<file path="src/rtl/lsu_pkg.sv">
// Shared constants for the load/store unit: FSM encodings, RISC-V width/sign
// field values and the byte-enable width.
package lsu_pkg;

  localparam int LSU_BE_WIDTH = 4;

  // FSM state encodings
  localparam logic [1:0] S_IDLE = 2'd0;
  localparam logic [1:0] S_REQ  = 2'd1;
  localparam logic [1:0] S_WAIT = 2'd2;
  localparam logic [1:0] S_DONE = 2'd3;

  // Funct3 width/sign field
  localparam logic [2:0] F3_B  = 3'b000;
  localparam logic [2:0] F3_H  = 3'b001;
  localparam logic [2:0] F3_W  = 3'b010;
  localparam logic [2:0] F3_BU = 3'b100;
  localparam logic [2:0] F3_HU = 3'b101;

endpackage

</file>
<file path="src/rtl/lsu_align.sv">
// Combinational lane logic for the load/store unit: store byte-lane
// replication and byte enables, access legality/alignment checks, and load
// lane selection with sign/zero extension. Fixed at a 32-bit datapath.
module lsu_align
  import lsu_pkg::*;
(
  input  logic        mem_read,
  input  logic        mem_write,
  input  logic [2:0]  funct3,
  input  logic [1:0]  addr_lo,
  input  logic [31:0] store_data,
  output logic [3:0]  be,
  output logic [31:0] wdata_lane,
  output logic        illegal,
  output logic        misaligned,
  input  logic [2:0]  load_funct3,
  input  logic [1:0]  load_off,
  input  logic [31:0] rdata,
  output logic [31:0] load_data
);

  logic [7:0]  lane_byte;
  logic [15:0] lane_half;

  // Store side: replicate the narrow datum into every lane and enable only the addressed ones
  always_comb begin
    be         = 4'b0000;
    wdata_lane = store_data;
    case (funct3)
      F3_B, F3_BU: begin
        be         = 4'b0001 << addr_lo;
        wdata_lane = {4{store_data[7:0]}};
      end
      F3_H, F3_HU: begin
        be         = 4'b0011 << addr_lo;
        wdata_lane = {2{store_data[15:0]}};
      end
      F3_W: be = 4'b1111;
      default: be = 4'b0000;
    endcase
  end

  // Legality first; alignment only matters for an otherwise legal access
  always_comb begin
    illegal    = 1'b0;
    misaligned = 1'b0;
    if (mem_read && mem_write) begin
      illegal = 1'b1;
    end else if (mem_write) begin
      illegal = !(funct3 inside {F3_B, F3_H, F3_W});
    end else if (mem_read) begin
      illegal = !(funct3 inside {F3_B, F3_H, F3_W, F3_BU, F3_HU});
    end
    if (!illegal) begin
      case (funct3)
        F3_H, F3_HU: misaligned = addr_lo[0];
        F3_W:        misaligned = |addr_lo;
        default:     misaligned = 1'b0;
      endcase
    end
  end

  // Load side: pick the addressed byte/half from the returned word and extend it
  always_comb begin
    case (load_off)
      2'd0:    lane_byte = rdata[7:0];
      2'd1:    lane_byte = rdata[15:8];
      2'd2:    lane_byte = rdata[23:16];
      default: lane_byte = rdata[31:24];
    endcase
    lane_half = load_off[1] ? rdata[31:16] : rdata[15:0];
    case (load_funct3)
      F3_B:    load_data = {{24{lane_byte[7]}}, lane_byte};
      F3_BU:   load_data = {24'b0, lane_byte};
      F3_H:    load_data = {{16{lane_half[15]}}, lane_half};
      F3_HU:   load_data = {16'b0, lane_half};
      default: load_data = rdata;
    endcase
  end

endmodule

</file>
<file path="src/rtl/load_store_unit.sv">
// Memory-stage load/store unit. Takes the ALU result as the effective address,
// runs one request/response transaction to data memory and stalls the
// pipeline while it is outstanding.
//
// Handshake: dmem_req is held high with dmem_we/addr/be/wdata stable until
// the cycle dmem_ready is sampled high; that cycle is the transfer. Read data
// is taken in the single cycle dmem_rvalid is high while waiting for it;
// dmem_rvalid at any other time is ignored.
module load_store_unit
  import lsu_pkg::*;
#(
  parameter int DATA_WIDTH = 32,
  parameter int BE_WIDTH   = LSU_BE_WIDTH
) (
  input  logic                  clk,
  input  logic                  rst,
  input  logic                  ValidM,
  input  logic                  MemRead,
  input  logic                  MemWrite,
  input  logic [2:0]            Funct3,
  input  logic [DATA_WIDTH-1:0] ALUResult,
  input  logic [DATA_WIDTH-1:0] WriteData,
  input  logic                  Flush,
  output logic                  Stall,
  output logic [DATA_WIDTH-1:0] ReadData,
  output logic                  Done,
  output logic                  Misaligned,
  output logic                  Illegal,
  output logic                  dmem_req,
  output logic                  dmem_we,
  output logic [DATA_WIDTH-1:0] dmem_addr,
  output logic [BE_WIDTH-1:0]   dmem_be,
  output logic [DATA_WIDTH-1:0] dmem_wdata,
  input  logic                  dmem_ready,
  input  logic                  dmem_rvalid,
  input  logic [DATA_WIDTH-1:0] dmem_rdata,
  output logic [1:0]            dbg_state
);

  logic [1:0]            state_q;
  logic [DATA_WIDTH-1:0] addr_q;
  logic [BE_WIDTH-1:0]   be_q;
  logic [DATA_WIDTH-1:0] wdata_q;
  logic [2:0]            f3_q;
  logic                  we_q;
  logic [1:0]            off_q;
  logic                  drop_q;
  logic [DATA_WIDTH-1:0] rdata_q;
  logic                  illegal_q;
  logic                  misaligned_q;

  logic                  chk_illegal;
  logic                  chk_misaligned;
  logic [BE_WIDTH-1:0]   lane_be;
  logic [DATA_WIDTH-1:0] lane_wdata;
  logic [DATA_WIDTH-1:0] load_data;
  logic                  access;
  logic                  accept;

  lsu_align u_align (
    .mem_read    (MemRead),
    .mem_write   (MemWrite),
    .funct3      (Funct3),
    .addr_lo     (ALUResult[1:0]),
    .store_data  (WriteData),
    .be          (lane_be),
    .wdata_lane  (lane_wdata),
    .illegal     (chk_illegal),
    .misaligned  (chk_misaligned),
    .load_funct3 (f3_q),
    .load_off    (off_q),
    .rdata       (dmem_rdata),
    .load_data   (load_data)
  );

  assign access = ValidM && (MemRead || MemWrite) && !Flush;
  assign accept = (state_q == S_IDLE) && access && !chk_illegal && !chk_misaligned;

  // FSM and transaction registers; a killed load keeps waiting for its data so it can be discarded
  always_ff @(posedge clk) begin
    if (rst) begin
      state_q      <= S_IDLE;
      addr_q       <= '0;
      be_q         <= '0;
      wdata_q      <= '0;
      f3_q         <= '0;
      we_q         <= 1'b0;
      off_q        <= '0;
      drop_q       <= 1'b0;
      rdata_q      <= '0;
      illegal_q    <= 1'b0;
      misaligned_q <= 1'b0;
    end else begin
      illegal_q    <= 1'b0;
      misaligned_q <= 1'b0;
      case (state_q)
        S_IDLE: begin
          if (access) begin
            if (chk_illegal) begin
              illegal_q <= 1'b1;
            end else if (chk_misaligned) begin
              misaligned_q <= 1'b1;
            end else begin
              addr_q  <= {ALUResult[DATA_WIDTH-1:2], 2'b00};
              be_q    <= lane_be;
              wdata_q <= lane_wdata;
              f3_q    <= Funct3;
              we_q    <= MemWrite;
              off_q   <= ALUResult[1:0];
              state_q <= S_REQ;
            end
          end
        end
        S_REQ: begin
          if (Flush) begin
            state_q <= S_IDLE;
          end else if (dmem_ready) begin
            state_q <= we_q ? S_DONE : S_WAIT;
          end
        end
        S_WAIT: begin
          if (dmem_rvalid) begin
            if (drop_q) begin
              drop_q  <= 1'b0;
              state_q <= S_IDLE;
            end else begin
              rdata_q <= load_data;
              state_q <= S_DONE;
            end
          end else if (Flush) begin
            drop_q <= 1'b1;
          end
        end
        default: state_q <= S_IDLE;
      endcase
    end
  end

  assign Stall      = accept || (state_q == S_REQ) || (state_q == S_WAIT);
  assign Done       = (state_q == S_DONE);
  assign ReadData   = rdata_q;
  assign Misaligned = misaligned_q;
  assign Illegal    = illegal_q;
  assign dmem_req   = (state_q == S_REQ);
  assign dmem_we    = we_q;
  assign dmem_addr  = addr_q;
  assign dmem_be    = be_q;
  assign dmem_wdata = wdata_q;
  assign dbg_state  = state_q;

endmodule

</file>
<file path="config.mk">
export PLATFORM = sky130hd
export DESIGN_NAME = load_store_unit
export DESIGN_NICKNAME = d
export VERILOG_FILES = /design/src/rtl/lsu_pkg.sv /design/src/rtl/lsu_align.sv /design/src/rtl/load_store_unit.sv
export SDC_FILE = /design/constraint.sdc
export NUM_CORES = 1
export LEC_CHECK = 0
export CORE_UTILIZATION = 47
export CTS_CLUSTER_SIZE = 8
export DETAILED_ROUTE_END_ITERATION = 16
export DONT_BUFFER_PORTS = 1
export HOLD_SLACK_MARGIN = 0.08
export REMOVE_ABC_BUFFERS = 1
export SLEW_MARGIN = 15
export SYNTH_ARGS = -nofsm -noshare
export SYNTH_HDL_FRONTEND = slang
export SYNTH_SLANG_ARGS = --single-unit
</file>
<file path="constraint.sdc">
create_clock -name clk -period 2.5 [get_ports clk]
set_input_delay 0.25 -clock clk [delete_from_list [all_inputs] [get_ports clk]]
set_output_delay 0.25 -clock clk [all_outputs]
set_load 0.005 [all_outputs]
</file>
==> impl_metrics.toml, run 1 <==
[run_status]
status = "finished clean"

[sta]
period_share_pct = 95.2
relSlewSlack_pct = 44.9
worst_slack_ps = 120
rsz0062_at_grt = "no"
fin_skew_ps = 9.94
fmax_mhz = 420
fin_setup_tns_ps = 0
worst_pin_slew_ps = 824
final_hold_viol_count = 0
setup_viol = 0
final_max_slew_viol_count = 0
layout_min_cycle_time_ps = 2380

[critical_path]
rrSetupSlack_ps = 120
critPathKind = "register to register"
cp_max_fo = 19
slowest_delay_ps = 670
reg2reg_from = "dbg_state[0]$_SDFFE_PP0P_"
rr_worst_depth = 5
worst-path-buf-inv = 1
cp.depth = 5
crit_family = "simple AND/OR/NAND/NOR gates"
r2r-end = "dmem_wdata[12]$_SDFFE_PP0P_"
path_cells = "nor2_1, nand4bb_2, nor3_4, a311oi_1, dlygate4sd3_1"
critPathCapture = "dmem_wdata[12]$_SDFFE_PP0P_"
worstSetupStartpoint = "dbg_state[0]$_SDFFE_PP0P_"
startpoint_type = "register"
cp.arrival_ps = 2610
cp_slowest_cell = "nor3_4"
cp-end-kind = "register"
crit_required_ps = 2730

[pwr]
p_clk_share_pct = 35.9
p_per_area_mw_per_mm2 = 580
p_int_mw = 2.69
vdd_drop_max_uv = 438
pwr-share-comb_pct = 14.2
total_power_mw = 3.69
p_sw_uw = 994
power_frac_seq_pct = 49.9
p_leak_nw = 2.03
netSwitchingFraction_pct = 27.0

[clock_tree]
clock_sinks = 109
cts_root_buf = "clkbuf_16"
htree_levels = 3
cts_tree = "done"
numCtsBuffers = 9
clk_pin_slew_worst_paths_ps = 70
cts_setup_buffers = 0
clk_latency_ps = 350
cts_buffer_depth = 2

[layout]
drive_gt1_share_pct = 12.1
diodes = 0
syn2layout_area_growth_pct = 18.2
final_util_pct = 57.8
nets = 742

[floorplanning]
start_util_pct = 48.9
die_x_um = 109
die_area_sq_mm = 0.0119
rows = 38
die_h_um = 109
core_area_sq_mm = 0.0110
io_pins = 215

[synth]
synth_edf_count = 0
ys_async_sr_fraction_pct = 0
synthDominantCellAreaShare_pct = 40.6
ys_warn_count = 0
syn_inst = 611
synth_seq_area_share_pct = 40.6
synth_largest_area_cell = "dfxtp_1"
synth_ff_type = "dfxtp_1"
netlist_area_sq_mm = 0.00537
synth_area_leaders = "dfxtp_1 (41%), mux2_2 (6.5%), o31ai_1 (6.1%)"
synthDistinctLibCells = 49
synth.avg_cell_area_sq_um = 8.79
synth-seq-cells = 109

[placed_design]
portBuffers = 0
gp_congestion = 0.795
dpl.hpwl_um = 9750
pre_cts_slack_ps = 504

[global_routing]
antenna_found_initial = 0
grt_pass1_vias = 4861
grt_pass1_wl_um = 24400
grt_max_degree = 100
grt_use_total_pct = 26.6
globalRouteOverflowTotal = 0

[route]
first_pass_iters = 5
viasPerCell = 6.45
drt-total-wl_um = 16200
drtAntennaViolNets = 0
drc = 0
dr_total_vias = 5028
wl_per_cell_um = 20.8
drt_iter0_markers = 399

[worst_hold_path]
worstHoldPathType = "primary input to register"

[job]
maxCapViolCount = 0
## state kept, by name (all words and copies together) (netlist names)
name        count
dmem_wdata     32
f3_q            3
off_q           2
ReadData       32
dmem_we         1
dmem_addr      30
Illegal         1
dmem_be         4
Misaligned      1
drop_q          1
dbg_state       2
## routing by layer
layer	GRT usage (%)	part of all wire (%)	vias to the layer above
li1	-	-	2348
met1	29.4	39	2426
met2	46.5	49	227
met3	8.49	10	27
met4	11.5	2.0	0
met5	0	0	-
## cells in the mapped netlist, drive strengths merged, types with 2 or more instances
master	number
a211oi	41
a21oi	61
a311oi	10
a31oi	20
buf	35
clkbuf	37
dfxtp	109
inv	3
mux2	31
mux2i	13
nand2	54
nand2b	6
nand3	2
nand3b	9
nand4	44
nor2	28
nor2b	11
nor3	9
nor3b	4
nor4bb	2
o21ai	17
o221ai	4
o31ai	45
## cells in the final DEF, fill, tap and decap left out, types with 2 or more instances in the layout
master,count
nor3b_1,3
o221ai_1,4
a211oi_1,40
inv_6,2
inv_1,3
nor2b_1,11
o21ai_0,17
clkinv_2,2
a31oi_1,20
nand2b_1,6
mux2i_1,13
dfxtp_1,109
nand2_1,54
conb_1,2
nor3_1,6
buf_4,14
a311oi_1,10
o31ai_1,44
nand3b_1,9
dlygate4sd3_1,67
a21oi_1,60
nor2_1,28
nor3_4,2
mux2_2,31
buf_12,2
nand4_1,44
clkbuf_16,9
## cell type report
cell class	instances	area, sq um
Sequential cell	109	2180
Clock buffer	10	229
Inverter	4	15.0
Tap cell	140	175
Multi-Input combinational cell	427	2870
Fill cell	978	4630
Timing Repair Buffer	84	843
Clock inverter	5	35.0
## cell families (layout without fill, tap and decap cells)
logic type,after synthesis,after routing,synth area share (%)
compound gates,203,203,25.2
simple gates,177,177,18.3
flops,109,109,40.6
buf+inv,76,103,6.52
mux,45,45,9.34
other cells,1,2,0.0698
## power by group through the flow
| stage | Sequential [mW] | Clock [mW] | Combinational, mW |
|---|---|---|---|
| finish | 1.84 | 1.32 | 0.522 |
| global route | 1.85 | 1.41 | 0.564 |
| CTS | 1.84 | 1.35 | 0.515 |
| detailed placement | 1.88 | 0 | 0.394 |
| global placement | 1.88 | 0 | 0.385 |
| floorplan | 1.87 | 0 | 0.278 |
## through the flow
stage / cells / hold WS, ps / cell area [sq um]
after floorplan: 540 / 319 / 5040
after CTS: 779 / 81.5 / 6350
final: 779 / 105 / 6350
after global placement: 696 / 337 / 5390
after detailed placement: 696 / 338 / 5390
after global routing: 779 / 105 / 6350
## what timing repair did
item | in CTS | in global routing
hold buffers | 68 | 0
resized for setup | 0 | 0
endpoints found under the setup margin | 0 | 0
endpoints found under the hold margin | 99 | 0
## how the worst min path moves through the flow
stage                  startpoint                     endpoint  slack (ps)  cells past startpoint
floorplan                     rst     ReadData[0]$_SDFFE_PP0P_         320                      1
global placement              rst    ReadData[20]$_SDFFE_PP0P_         340                      1
detailed placement            rst    ReadData[20]$_SDFFE_PP0P_         340                      1
CTS                 WriteData[15]  dmem_wdata[15]$_SDFFE_PP0P_          80                      2
global route        WriteData[10]  dmem_wdata[10]$_SDFFE_PP0P_         110                      2
finish              WriteData[15]  dmem_wdata[15]$_SDFFE_PP0P_         100                      2
(Power assumes the default switching activity.)
==> inputs of run 2 (changes only) <==
--- a/config.mk
+++ b/config.mk
@@ -5,11 +5,14 @@
 export SDC_FILE = /design/constraint.sdc
 export NUM_CORES = 1
 export LEC_CHECK = 0
-export CORE_UTILIZATION = 47
+export CELL_PAD_IN_SITES_DETAIL_PLACEMENT = 1
+export CELL_PAD_IN_SITES_GLOBAL_PLACEMENT = 1
+export CORE_UTILIZATION = 46
 export CTS_CLUSTER_SIZE = 8
 export DETAILED_ROUTE_END_ITERATION = 16
 export DONT_BUFFER_PORTS = 1
 export HOLD_SLACK_MARGIN = 0.08
+export PLACE_DENSITY_LB_ADDON = 0.1
 export REMOVE_ABC_BUFFERS = 1
 export SLEW_MARGIN = 15
 export SYNTH_ARGS = -nofsm -noshare
==> impl_metrics.toml, run 2 (synthesis results as in run 1) <==
[global_routing]
grt_pass1_wl_um = 26900
grt_pass1_vias = 5301
grt_max_degree = 101
antenna_found_initial = 0
grt_use_total_pct = 29.0
globalRouteOverflowTotal = 0

[sta]
fin_setup_tns_ps = 0
final_hold_viol_count = 0
rsz0062_at_grt = "no"
setup_viol = 0
layout_min_cycle_time_ps = 2350
fin_skew_ps = 6.32
fmax_mhz = 426
relSlewSlack_pct = 45.0
period_share_pct = 94.0
final_max_slew_viol_count = 0
worst_pin_slew_ps = 823

[pwr]
p_per_area_mw_per_mm2 = 621
vdd_drop_max_uv = 389
p_leak_nw = 2.07

[floorplanning]
start_util_pct = 47.1
core_area_sq_mm = 0.0114
rows = 39
die_h_um = 110
io_pins = 215
die_x_um = 110
die_area_sq_mm = 0.0121

[layout]
final_common_cell = "dfxtp_1"
drive_gt1_share_pct = 12.5
syn2layout_area_growth_pct = 19.6
final_util_pct = 56.3
diodes = 0
fin_area_sq_mm = 0.00643
final_cell_mix = "dfxtp_1 (109), dlygate4sd3_1 (66), a21oi_1 (60), nand2_1 (54)"
nets = 742

[placed_design]
place_area_sq_mm = 0.00537
gp_congestion = 0.727
portBuffers = 0
dpl.hpwl_um = 11000

[critical_path]
cp-end-kind = "register"
cp.arrival_ps = 2650
reg2reg_from = "dbg_state[0]$_SDFFE_PP0P_"
rrSetupSlack_ps = 150
cp_max_fo = 23
crit_required_ps = 2800
worstSetupStartpoint = "dbg_state[0]$_SDFFE_PP0P_"
startpoint_type = "register"
critPathKind = "register to register"

[worst_hold_path]
hp-start = "WriteData[9]"
worstHoldPathType = "primary input to register"

[route]
drt_iter0_markers = 323
first_pass_iters = 5
drtAntennaViolNets = 0
wl_per_cell_um = 23.2
drc = 0
viasPerCell = 6.53
dr_total_vias = 5116
drt-total-wl_um = 18200

[run_status]
status = "finished clean"

[clock_tree]
cts_tree = "done"
htree_levels = 3
numCtsBuffers = 9
clk_pin_slew_worst_paths_ps = 80
cts_buffer_depth = 2
cts_root_buf = "clkbuf_16"
clk_latency_ps = 360
clock_sinks = 109

[job]
maxCapViolCount = 0
-- run 2: what timing repair did --
item / CTS / global route
resized for setup: 0 / 2
endpoints found under the hold margin: 100 / 0
hold buffers: 67 / 0
setup endpoints to repair: 0 / 3
setup buffers: 0 / 2
-- run 2: per-stage QoR --
stage	hold WS, ps	setup WS [ps]	power, mW	std cells
final	90.3	150	3.99	783
after detailed placement	330	467	2.28	698
after floorplan	319	-2390	2.14	540
after global routing	94.7	4.15	4.11	783
after global placement	328	592	2.26	698
after CTS	83.3	85.8	4.00	781
-- run 2: routing by layer --
metal | GRT usage (%) | part of all wire [%] | vias to the layer above
li1 | - | - | 2342
met3 | 9.05 | 9.5 | 38
met4 | 13.2 | 2.9 | 0
met5 | 0 | 0 | -
met1 | 31.8 | 38 | 2513
met2 | 50.9 | 49 | 223
-- run 2: final timing paths --
path,cells past startpoint,end
setup / recovery,6,dmem_wdata[10]$_SDFFE_PP0P_
hold / removal,2,dmem_wdata[9]$_SDFFE_PP0P_
setup reg to reg,6,dmem_wdata[10]$_SDFFE_PP0P_
hold reg to reg,2,ReadData[0]$_SDFFE_PP0P_
-- run 2: layout make-up --
type / count / area, sq um
clock buffers: 10 / 239
clock inverters: 6 / 91.3
fillers: 1286 / 4990
inverters: 4 / 15.0
multi-input cells: 427 / 2880
flip-flops and latches: 109 / 2180
well taps: 143 / 179
repair buffers: 84 / 845
-- run 2: power breakdown --
part           total (mW)  switching (mW)  internal, mW
clock                1.62           0.700         0.917
combinational       0.533           0.306         0.227
sequential           1.84          0.0553          1.79
-- run 2: worst max-delay path, stage by stage (launching register included) --
cell and delay (ps):
dfxtp_1 430, nor2_1 230, and4bb_4 390, buf_6 240, a31oi_1 110, a311oi_1 290, dlygate4sd3_1 600
==> inputs of run 3 (changes only) <==
--- a/config.mk
+++ b/config.mk
@@ -5,9 +5,10 @@
 export SDC_FILE = /design/constraint.sdc
 export NUM_CORES = 1
 export LEC_CHECK = 0
+export ABC_AREA = 1
 export CELL_PAD_IN_SITES_DETAIL_PLACEMENT = 1
 export CELL_PAD_IN_SITES_GLOBAL_PLACEMENT = 1
-export CORE_UTILIZATION = 46
+export CORE_UTILIZATION = 43
 export CTS_CLUSTER_SIZE = 8
 export DETAILED_ROUTE_END_ITERATION = 16
 export DONT_BUFFER_PORTS = 1
@@ -18,3 +19,4 @@
 export SYNTH_ARGS = -nofsm -noshare
 export SYNTH_HDL_FRONTEND = slang
 export SYNTH_SLANG_ARGS = --single-unit
+export TNS_END_PERCENT = 30
==> impl_metrics.toml, run 3 <==
[global_routing]
globalRouteOverflowTotal = 0
grt_pass1_vias = 4818
met3_usage_pct = 7.41
antenna_found_initial = 0
use_met2_pct = 44.2
grt_use_met1_pct = 29.0
grt_max_degree = 77
grt_pass1_wl_um = 23800
busiest_layer = "met2"
grt_use_total_pct = 25.4

[sta]
fin_skew_ps = 8.04
layout_min_cycle_time_ps = 2300
final_max_slew_viol_count = 0
fin_setup_tns_ps = 0
final_hold_viol_count = 0
relSlewSlack_pct = 50.3
period_share_pct = 92.1
worst_pin_slew_ps = 745
fmax_mhz = 434
setup_viol = 0
worst_slack_ps = 198
rsz0062_at_grt = "no"

[placed_design]
portBuffers = 0
pre_cts_slack_ps = 495
dpl.hpwl_um = 10500
gp_congestion = 0.895

[synth]
synthDominantCellAreaShare_pct = 43.5
ys_async_sr_fraction_pct = 0
synth_area_leaders = "dfxtp_1 (44%), nand2_1 (10%), nor2_1 (9.8%)"
ys_warn_count = 0
synth.avg_cell_area_sq_um = 7.01
synth_ff_type = "dfxtp_1"
synth_common_cells = "nand2_1 (138), nor2_1 (131), dfxtp_1 (109)"
synth_largest_area_cell = "dfxtp_1"
syn_inst = 715
synthDistinctLibCells = 36
synth_seq_area_share_pct = 43.5
synth_edf_count = 0
yosysMostFrequentCell = "nand2_1"
synth-seq-cells = 109
netlist_area_sq_mm = 0.00501

[pwr]
netSwitchingFraction_pct = 25.7
p_per_area_mw_per_mm2 = 660
p_int_mw = 2.77
pwr-share-comb_pct = 9.9
power_frac_seq_pct = 49.3
vdd_drop_max_uv = 478
p_clk_share_pct = 40.9
total_power_mw = 3.73
p_leak_nw = 2.35
p_sw_uw = 957

[layout]
final_cell_mix = "nand2_1 (138), nor2_1 (131), dfxtp_1 (109), o21ai_0 (82), inv_1 (48)"
nets = 832
drive_gt1_share_pct = 6.71
final_common_cell = "nand2_1"
syn2layout_area_growth_pct = 12.7

[worst_hold_path]
worstHoldPathType = "primary input to register"
whs_path_depth = 2

[floorplanning]
io_pins = 215
die_h_um = 110
start_util_pct = 44.1
core_area_sq_mm = 0.0114
die_area_sq_mm = 0.0121
die_x_um = 110
rows = 39

[critical_path]
cp-end-kind = "output pin"
cp_slowest_cell = "buf_4"
crit_family = "buffers and inverters"
startpoint_type = "register"
cp.arrival_ps = 2050
rrSetupSlack_ps = 510
rr_worst_depth = 7
cp.depth = 6
path_cells = "nor2_1, nand2_1, nor2_4, nand2_4, buf_4, o21ai_0"
cp_max_fo = 76
crit_required_ps = 2250
slowest_delay_ps = 590
worst-path-buf-inv = 1
critPathKind = "register to output pin"

[clock_tree]
cts_setup_buffers = 0
cts-resized-gates = 0
numCtsBuffers = 9
clk_latency_ps = 350
clk_pin_slew_worst_paths_ps = 70
htree_levels = 3
cts_hold_buf = 34
clock_sinks = 109
cts_tree = "done"
cts_buffer_depth = 2
cts_root_buf = "clkbuf_16"

[run_status]
status = "finished clean"

[route]
dr_total_vias = 4787
drtAntennaViolNets = 0
viasPerCell = 5.48
drc = 0
drt-total-wl_um = 15800
first_pass_iters = 4
drt_iter0_markers = 220
wl_per_cell_um = 18.1

[job]
maxCapViolCount = 0
-- run 3: cell types whose count changed after synthesis, moves of 20 or more --
| cell | delta |
|---|---|
| nor2_1 | +103 |
| nand2_1 | +84 |
| o21ai_0 | +65 |
| inv_1 | +46 |
| nand4_1 | -44 |
| o31ai_1 | -44 |
| a211oi_1 | -40 |
| nand3_1 | +40 |
| mux2_2 | -31 |
| clkbuf_1 | -21 |
| buf_2 | -20 |
-- run 3: logic make-up (layout without fill, tap and decap cells) --
logic type	count (synthesis)	in the layout	share of synthesized area [%]
AOI/OAI and AO/OA	178	178	19.7
DFF	109	109	43.5
and+or+nand+nor	331	331	27.3
buffers and inverters	96	110	9.46
other	1	3	0.0748
-- run 3: metal layers --
| layer | up-vias | routed length [um] | part of all wire (%) |
|---|---|---|---|
| met5 | - | 0 | 0 |
| met2 | 151 | 7710 | 49 |
| met3 | 29 | 1340 | 8.5 |
| li1 | 2350 | - | - |
| met4 | 0 | 387 | 2.5 |
| met1 | 2257 | 6360 | 40 |
-- run 3: cell type report --
class                      count  area [sq um]
fill                        1482          5720
multi-input combinational    511          2360
sequential                   109          2180
timing repair buffer          42           410
clock buffer                  11           253
inverter                      52           198
tap                          143           179
clock inverter                 5          63.8
antenna                        1          2.50
-- run 3: stage by stage --
step	hold WS [ps]	util [%]	std cells	cell area, sq um
CTS	80.8	49.7	873	5650
global route	91.1	49.7	873	5650
floorplan	319	-	672	4740
global placement	328	43.8	823	4980
detailed placement	327	43.8	823	4980
finish	80.3	49.7	874	5650
-- run 3: power groups by stage --
stage          logic (mW)  registers [mW]  clock network (mW)
2_1_floorplan       0.225            1.86                   0
3_3_place_gp        0.291            1.87                   0
3_5_place_dp        0.304            1.88                   0
4_1_cts             0.366            1.84                1.54
5_1_grt             0.414            1.85                1.60
6_report            0.368            1.84                1.52
-- run 3: worst paths after layout --
path                                    from                    endpoint
setup / recovery   dbg_state[0]$_SDFFE_PP0P_                       Stall
hold / removal                 ALUResult[25]  dmem_addr[25]$_SDFFE_PP0P_
setup reg to reg        f3_q[1]$_SDFFE_PP0P_   ReadData[27]$_SDFFE_PP0P_
hold reg to reg   dmem_wdata[6]$_SDFFE_PP0P_  dmem_wdata[6]$_SDFFE_PP0P_
